--- src/rtl/dut_bus_initiator.sv ---
// Bus initiator: turns a one-at-a-time command stream into single guarded
// write/read handshakes on the DUT port, with a wait timeout and a held response.
module dut_bus_initiator #(
    parameter int DATA_WIDTH = 1,
    parameter int ADDR_WIDTH = 3,
    parameter int TIMEOUT    = 255
) (
    input  logic                  clk,
    input  logic                  reset,
    input  logic                  cmd_valid,
    output logic                  cmd_ready,
    input  logic                  cmd_write,
    input  logic [ADDR_WIDTH-1:0] cmd_addr,
    input  logic [DATA_WIDTH-1:0] cmd_wdata,
    output logic                  rsp_valid,
    input  logic                  rsp_ready,
    output logic [DATA_WIDTH-1:0] rsp_data,
    output logic                  rsp_err,
    output logic [ADDR_WIDTH-1:0] write_address,
    output logic [DATA_WIDTH-1:0] write_data,
    output logic                  write_en,
    input  logic                  write_rdy,
    output logic [ADDR_WIDTH-1:0] read_address,
    output logic                  read_en,
    input  logic [DATA_WIDTH-1:0] read_data,
    input  logic                  read_rdy,
    output logic [15:0]           wr_count,
    output logic [15:0]           rd_count
);

    localparam int WAIT_W = (TIMEOUT > 1) ? $clog2(TIMEOUT + 1) : 1;

    typedef enum logic [1:0] {
        IDLE,
        WRITE,
        READ,
        RESP
    } state_t;

    state_t            state;
    state_t            state_next;
    logic [WAIT_W-1:0] wait_cnt;
    logic              timed_out;
    logic              abort;

    // NOTE: every output of this block gets a default first, so no path can infer a latch.
    always_comb begin
        state_next = state;
        cmd_ready  = 1'b0;
        write_en   = 1'b0;
        read_en    = 1'b0;
        abort      = 1'b0;
        timed_out  = (TIMEOUT != 0) && (wait_cnt == WAIT_W'(TIMEOUT));
        // Nothing may handshake while reset is held; the command is simply dropped.
        if (!reset) begin
            unique case (state)
                IDLE: begin
                    cmd_ready = 1'b1;
                    if (cmd_valid) state_next = cmd_write ? WRITE : READ;
                end
                WRITE: begin
                    if (write_rdy) begin
                        write_en   = 1'b1;
                        state_next = RESP;
                    end else if (timed_out) begin
                        abort      = 1'b1;
                        state_next = RESP;
                    end
                end
                READ: begin
                    if (read_rdy) begin
                        read_en    = 1'b1;
                        state_next = RESP;
                    end else if (timed_out) begin
                        abort      = 1'b1;
                        state_next = RESP;
                    end
                end
                RESP: begin
                    if (rsp_ready) state_next = IDLE;
                end
                default: state_next = IDLE;
            endcase
        end
    end

    // NOTE: sequential state uses non-blocking assignments only, so every flop sees pre-edge values.
    always_ff @(posedge clk) begin
        if (reset) state <= IDLE;
        else       state <= state_next;
    end

    assign rsp_valid = (state == RESP);

    // Port address/data registers double as the command latch and hold between commands.
    always_ff @(posedge clk) begin
        if (reset) begin
            wait_cnt      <= '0;
            write_address <= '0;
            write_data    <= '0;
            read_address  <= '0;
            rsp_data      <= '0;
            rsp_err       <= 1'b0;
            wr_count      <= '0;
            rd_count      <= '0;
        end else begin
            if (cmd_ready && cmd_valid) begin
                wait_cnt <= '0;
                if (cmd_write) begin
                    write_address <= cmd_addr;
                    write_data    <= cmd_wdata;
                end else begin
                    read_address <= cmd_addr;
                end
            end else if ((state == WRITE && !write_rdy) || (state == READ && !read_rdy)) begin
                wait_cnt <= wait_cnt + 1'b1;
            end

            if (write_en) begin
                wr_count <= wr_count + 16'd1;
                rsp_data <= '0;
                rsp_err  <= 1'b0;
            end
            if (read_en) begin
                rd_count <= rd_count + 16'd1;
                rsp_data <= read_data;
                rsp_err  <= 1'b0;
            end
            if (abort) begin
                rsp_data <= '0;
                rsp_err  <= 1'b1;
            end
        end
    end

endmodule

--- config.mk ---
export PLATFORM = sky130hd
export DESIGN_NAME = dut_bus_initiator
export DESIGN_NICKNAME = d
export VERILOG_FILES = /design/src/rtl/dut_bus_initiator.sv
export SDC_FILE = /design/constraint.sdc
export NUM_CORES = 1
export LEC_CHECK = 0
export CAP_MARGIN = 20
export CELL_PAD_IN_SITES_DETAIL_PLACEMENT = 1
export CELL_PAD_IN_SITES_GLOBAL_PLACEMENT = 2
export CORE_MARGIN = 1
export CORE_UTILIZATION = 32
export CTS_BUF_LIST = sky130_fd_sc_hd__clkbuf_8
export DETAILED_ROUTE_END_ITERATION = 10
export PLACE_DENSITY = 0.9
export RECOVER_POWER = 50
export SETUP_SLACK_MARGIN = 0.2
export SLEW_MARGIN = 20
export SYNTH_ARGS = -nofsm -noshare
export SYNTH_HDL_FRONTEND = slang
export SYNTH_SLANG_ARGS = --single-unit
export TNS_END_PERCENT = 10
--- constraint.sdc ---
create_clock -name clk -period 5.7 [get_ports clk]
set_input_delay 0.855 -clock clk [delete_from_list [all_inputs] [get_ports clk]]
set_output_delay 0.855 -clock clk [all_outputs]
set_load 0.01 [all_outputs]
==> reports/qor.json <==
{
  "finish": {
    "area_growth_syn_to_layout_pct": 30.0,
    "stdcell_area_mm2": 0.00314,
    "fin_cells": 438,
    "final_layout_size_suffix_gt1_share_pct": 2.95,
    "design.final.nets": 359,
    "fin_util_pct": 43.1,
    "diodes": 0
  },
  "power_and_ir_drop": {
    "cellPowerDensity_mw_per_mm2": 267,
    "total_power_draw_uw": 837,
    "ir_worst_vdd_mv": 0.137,
    "p_leak_nw": 1.21
  },
  "die": {
    "initial_utilization_pct": 33.1,
    "die_width_um": 88.9,
    "core_area_mm2": 0.00729,
    "floorplan.io_pins": 57,
    "rows": 31,
    "die_area_mm2": 0.00790,
    "dieHeight_um": 88.9
  },
  "job": {
    "timing.max_cap.violations": 1
  },
  "logic_synthesis": {
    "syn-num-nets": 306,
    "synth.avg_cell_area_um2": 8.47,
    "post-synth-top-area-cell": "sky130_fd_sc_hd__dfxtp_1",
    "yosys_warnings": 0,
    "post_synth_inst_count": 285,
    "synthTopCellsByArea": "sky130_fd_sc_hd__dfxtp_1, sky130_fd_sc_hd__nor2_1, sky130_fd_sc_hd__xnor2_1, sky130_fd_sc_hd__ha_1, sky130_fd_sc_hd__nand3_1",
    "yosysUniqueCellTypes": 36,
    "post_synth_instance_area_mm2": 0.00241,
    "ys_seq_area_share_pct": 42.3,
    "post_synth_most_frequent_cells": "sky130_fd_sc_hd__dfxtp_1, sky130_fd_sc_hd__nor2_1, sky130_fd_sc_hd__nand2_1",
    "number_of_flops_mapped_to_enable_cells_by_yosys": 0,
    "synthFlopType": "sky130_fd_sc_hd__dfxtp_1",
    "most_numerous_cell_in_the_yosys_netlist": "sky130_fd_sc_hd__dfxtp_1",
    "yosys.area.top_type_share_pct": 42.3,
    "ffs_w_async_s_r_synth_pct": 0,
    "synth-seq-cells": 51
  },
  "drt": {
    "drt-initial-drc-count": 46,
    "dr_wl_met3_um": 194,
    "wl_um": 5960,
    "router_iterations_before_antenna_repair": 4,
    "routed_wire_length_per_instance_um": 13.6,
    "maxUsedRoutingLayer": "met4",
    "wl_met2_um": 2890,
    "via_count": 2202,
    "avgViaCountPerCell": 5.03,
    "detail-route-antenna-nets": 0,
    "wirelength_met1_um": 2810,
    "drc": 0
  },
  "hold_path": {
    "hold_path.class": "flip-flop to flip-flop",
    "min_from": "rsp_err"
  },
  "cts": {
    "cts_setup_buffers": 0,
    "cts.path.max_buffers": 2,
    "clock_pin_transition_on_the_worst_setup_and_hold_timing_paths_ps": 90,
    "cts_hold_repair.buffers": 0,
    "clk_root_buffer_cell": "sky130_fd_sc_hd__clkbuf_8",
    "clock_sinks": 51,
    "cts.repair.resized": 0,
    "tritoncts.num_buffers": 5,
    "clock_tree.htree_level_count": 2,
    "clock_latency_ps": 310,
    "tritoncts": "done"
  },
  "global_route": {
    "grt_start_max_net_pins": 37,
    "gr-total-overflow": 0,
    "grtUsageTotal_pct": 16.5,
    "global_route_wire_length_before_repair_um": 10100,
    "first_global_vias": 2158,
    "initial_antenna_violation_count": 0
  },
  "placement": {
    "number_of_placed_instances_taps_included": 430,
    "port_buffers": 56,
    "placed_area_mm2": 0.00306,
    "dp_worst_setup_slack_ps": 2190,
    "hpwl_um": 4540,
    "place.gp.congestion": 0.771
  },
  "sta": {
    "achievable-frequency_mhz": 230,
    "setup-violations-final": 0,
    "relSlewSlack_pct": -5.57,
    "rsz_0062_raised_after_global_routing": "false",
    "post-route-min-period_ps": 4340,
    "setup_ws_ps": 1360,
    "worst_hold_slack_ps": 478,
    "skew_ps": 12.0,
    "min_period_over_period_pct": 76.2,
    "final_hold_viol_count": 0,
    "setup-tns-final_ps": 0,
    "final-max-slew-violation-count": 37,
    "worst_pin_slew_ps": 1580
  },
  "run_status": {
    "failed_checks": "max-capacitance violations, max-slew violations",
    "outcome": "finished, violations left"
  },
  "critical_path": {
    "timing.critical_path.arrival_ps": 3490,
    "reg2regPathDepth": 6,
    "critical_path_class": "input port to output pin",
    "worst_setup_path_endpoint": "cmd_ready",
    "critical_path.endpoint_type": "output pin",
    "timing.critical_path.from_type": "input port",
    "setup.worst_path.start": "reset",
    "crit-reg2reg-launch": "state[1]",
    "cp.required_ps": 4850,
    "regToRegSetupSlack_ps": 3340,
    "rr_endpoint": "wr_count[15]",
    "cp_max_fo": 36
  }
}
how the worst min path moves through the flow:
| stage | slack, ps | to | cells after the start |
|---|---|---|---|
| after global placement | 460 | rsp_err | 2 |
| final | 480 | rsp_err | 2 |
| after CTS | 490 | rsp_err | 2 |
| after floorplan | 460 | wait_cnt[1] | 2 |
| after global routing | 510 | rsp_err | 2 |
| after detailed placement | 480 | rsp_err | 2 |
layout by cell type, fill, tap and decap left out, types with 4 or more instances in the layout:
master / count
sky130_fd_sc_hd__dfxtp_1: 51
sky130_fd_sc_hd__nor2_1: 39
sky130_fd_sc_hd__dlygate4sd3_1: 29
sky130_fd_sc_hd__clkdlybuf4s50_1: 27
sky130_fd_sc_hd__nand2_1: 25
sky130_fd_sc_hd__nand3_1: 20
sky130_fd_sc_hd__xnor2_1: 14
sky130_fd_sc_hd__a21oi_1: 14
sky130_fd_sc_hd__inv_1: 12
sky130_fd_sc_hd__nand4_1: 12
sky130_fd_sc_hd__xor2_1: 10
sky130_fd_sc_hd__ha_1: 9
sky130_fd_sc_hd__o211ai_1: 7
sky130_fd_sc_hd__mux2i_1: 7
sky130_fd_sc_hd__or3_1: 7
sky130_fd_sc_hd__or4_1: 6
sky130_fd_sc_hd__o21ai_0: 5
sky130_fd_sc_hd__clkbuf_8: 5
sky130_fd_sc_hd__and3_1: 4
sky130_fd_sc_hd__nand2b_1: 4
sky130_fd_sc_hd__a211oi_1: 4
final cells by class:
class                           count  area [µm²]
Fill cell                         905        4150
Clock buffer                        5        68.8
Inverter                           13        48.8
Clock inverter                      3        15.0
Sequential cell                    51        1020
Timing Repair Buffer               57         564
Multi-Input combinational cell    210        1300
Tap cell                           99         124
report_power, final:
| group | internal [mW] | total [mW] | switching (mW) |
|---|---|---|---|
| sequential | 0.377 | 0.401 | 0.0235 |
| combinational | 0.0959 | 0.229 | 0.134 |
| clock | 0.0844 | 0.207 | 0.122 |
| total | 0.558 | 0.837 | 0.279 |
kinds of logic after synthesis:
| kind of cell | after synthesis | share of synthesized area [%] |
|---|---|---|
| AOI/OAI and AO/OA | 40 | 10.2 |
| xor gates and xnor gates | 24 | 8.70 |
| adders and majority gates | 9 | 4.66 |
| buffers and inverters | 24 | 3.99 |
| DFF | 51 | 42.3 |
| muxes | 8 | 3.37 |
| and+or+nand+nor | 129 | 26.8 |
flip-flops by register name, summed over array words and instances, names as in the netlist:
signal	count
wait_cnt	8
rd_count	16
write_address	3
rsp_err	1
write_data	1
state	2
read_address	3
rsp_data	1
wr_count	16
critical path, stage by stage:
cell and delay (ps):
sky130_fd_sc_hd__dlygate4sd3_1 810, sky130_fd_sc_hd__clkbuf_1 1200, sky130_fd_sc_hd__nor2_1 80, sky130_fd_sc_hd__clkdlybuf4s50_1 540
layer usage:
metal  vias up  GRT usage (%)
met5         -              0
met4         0           4.84
met3         7           3.08
met2        40           28.5
met1      1055           20.8
li1       1100              -
Note: power is estimated with default switching activity, not from simulation.
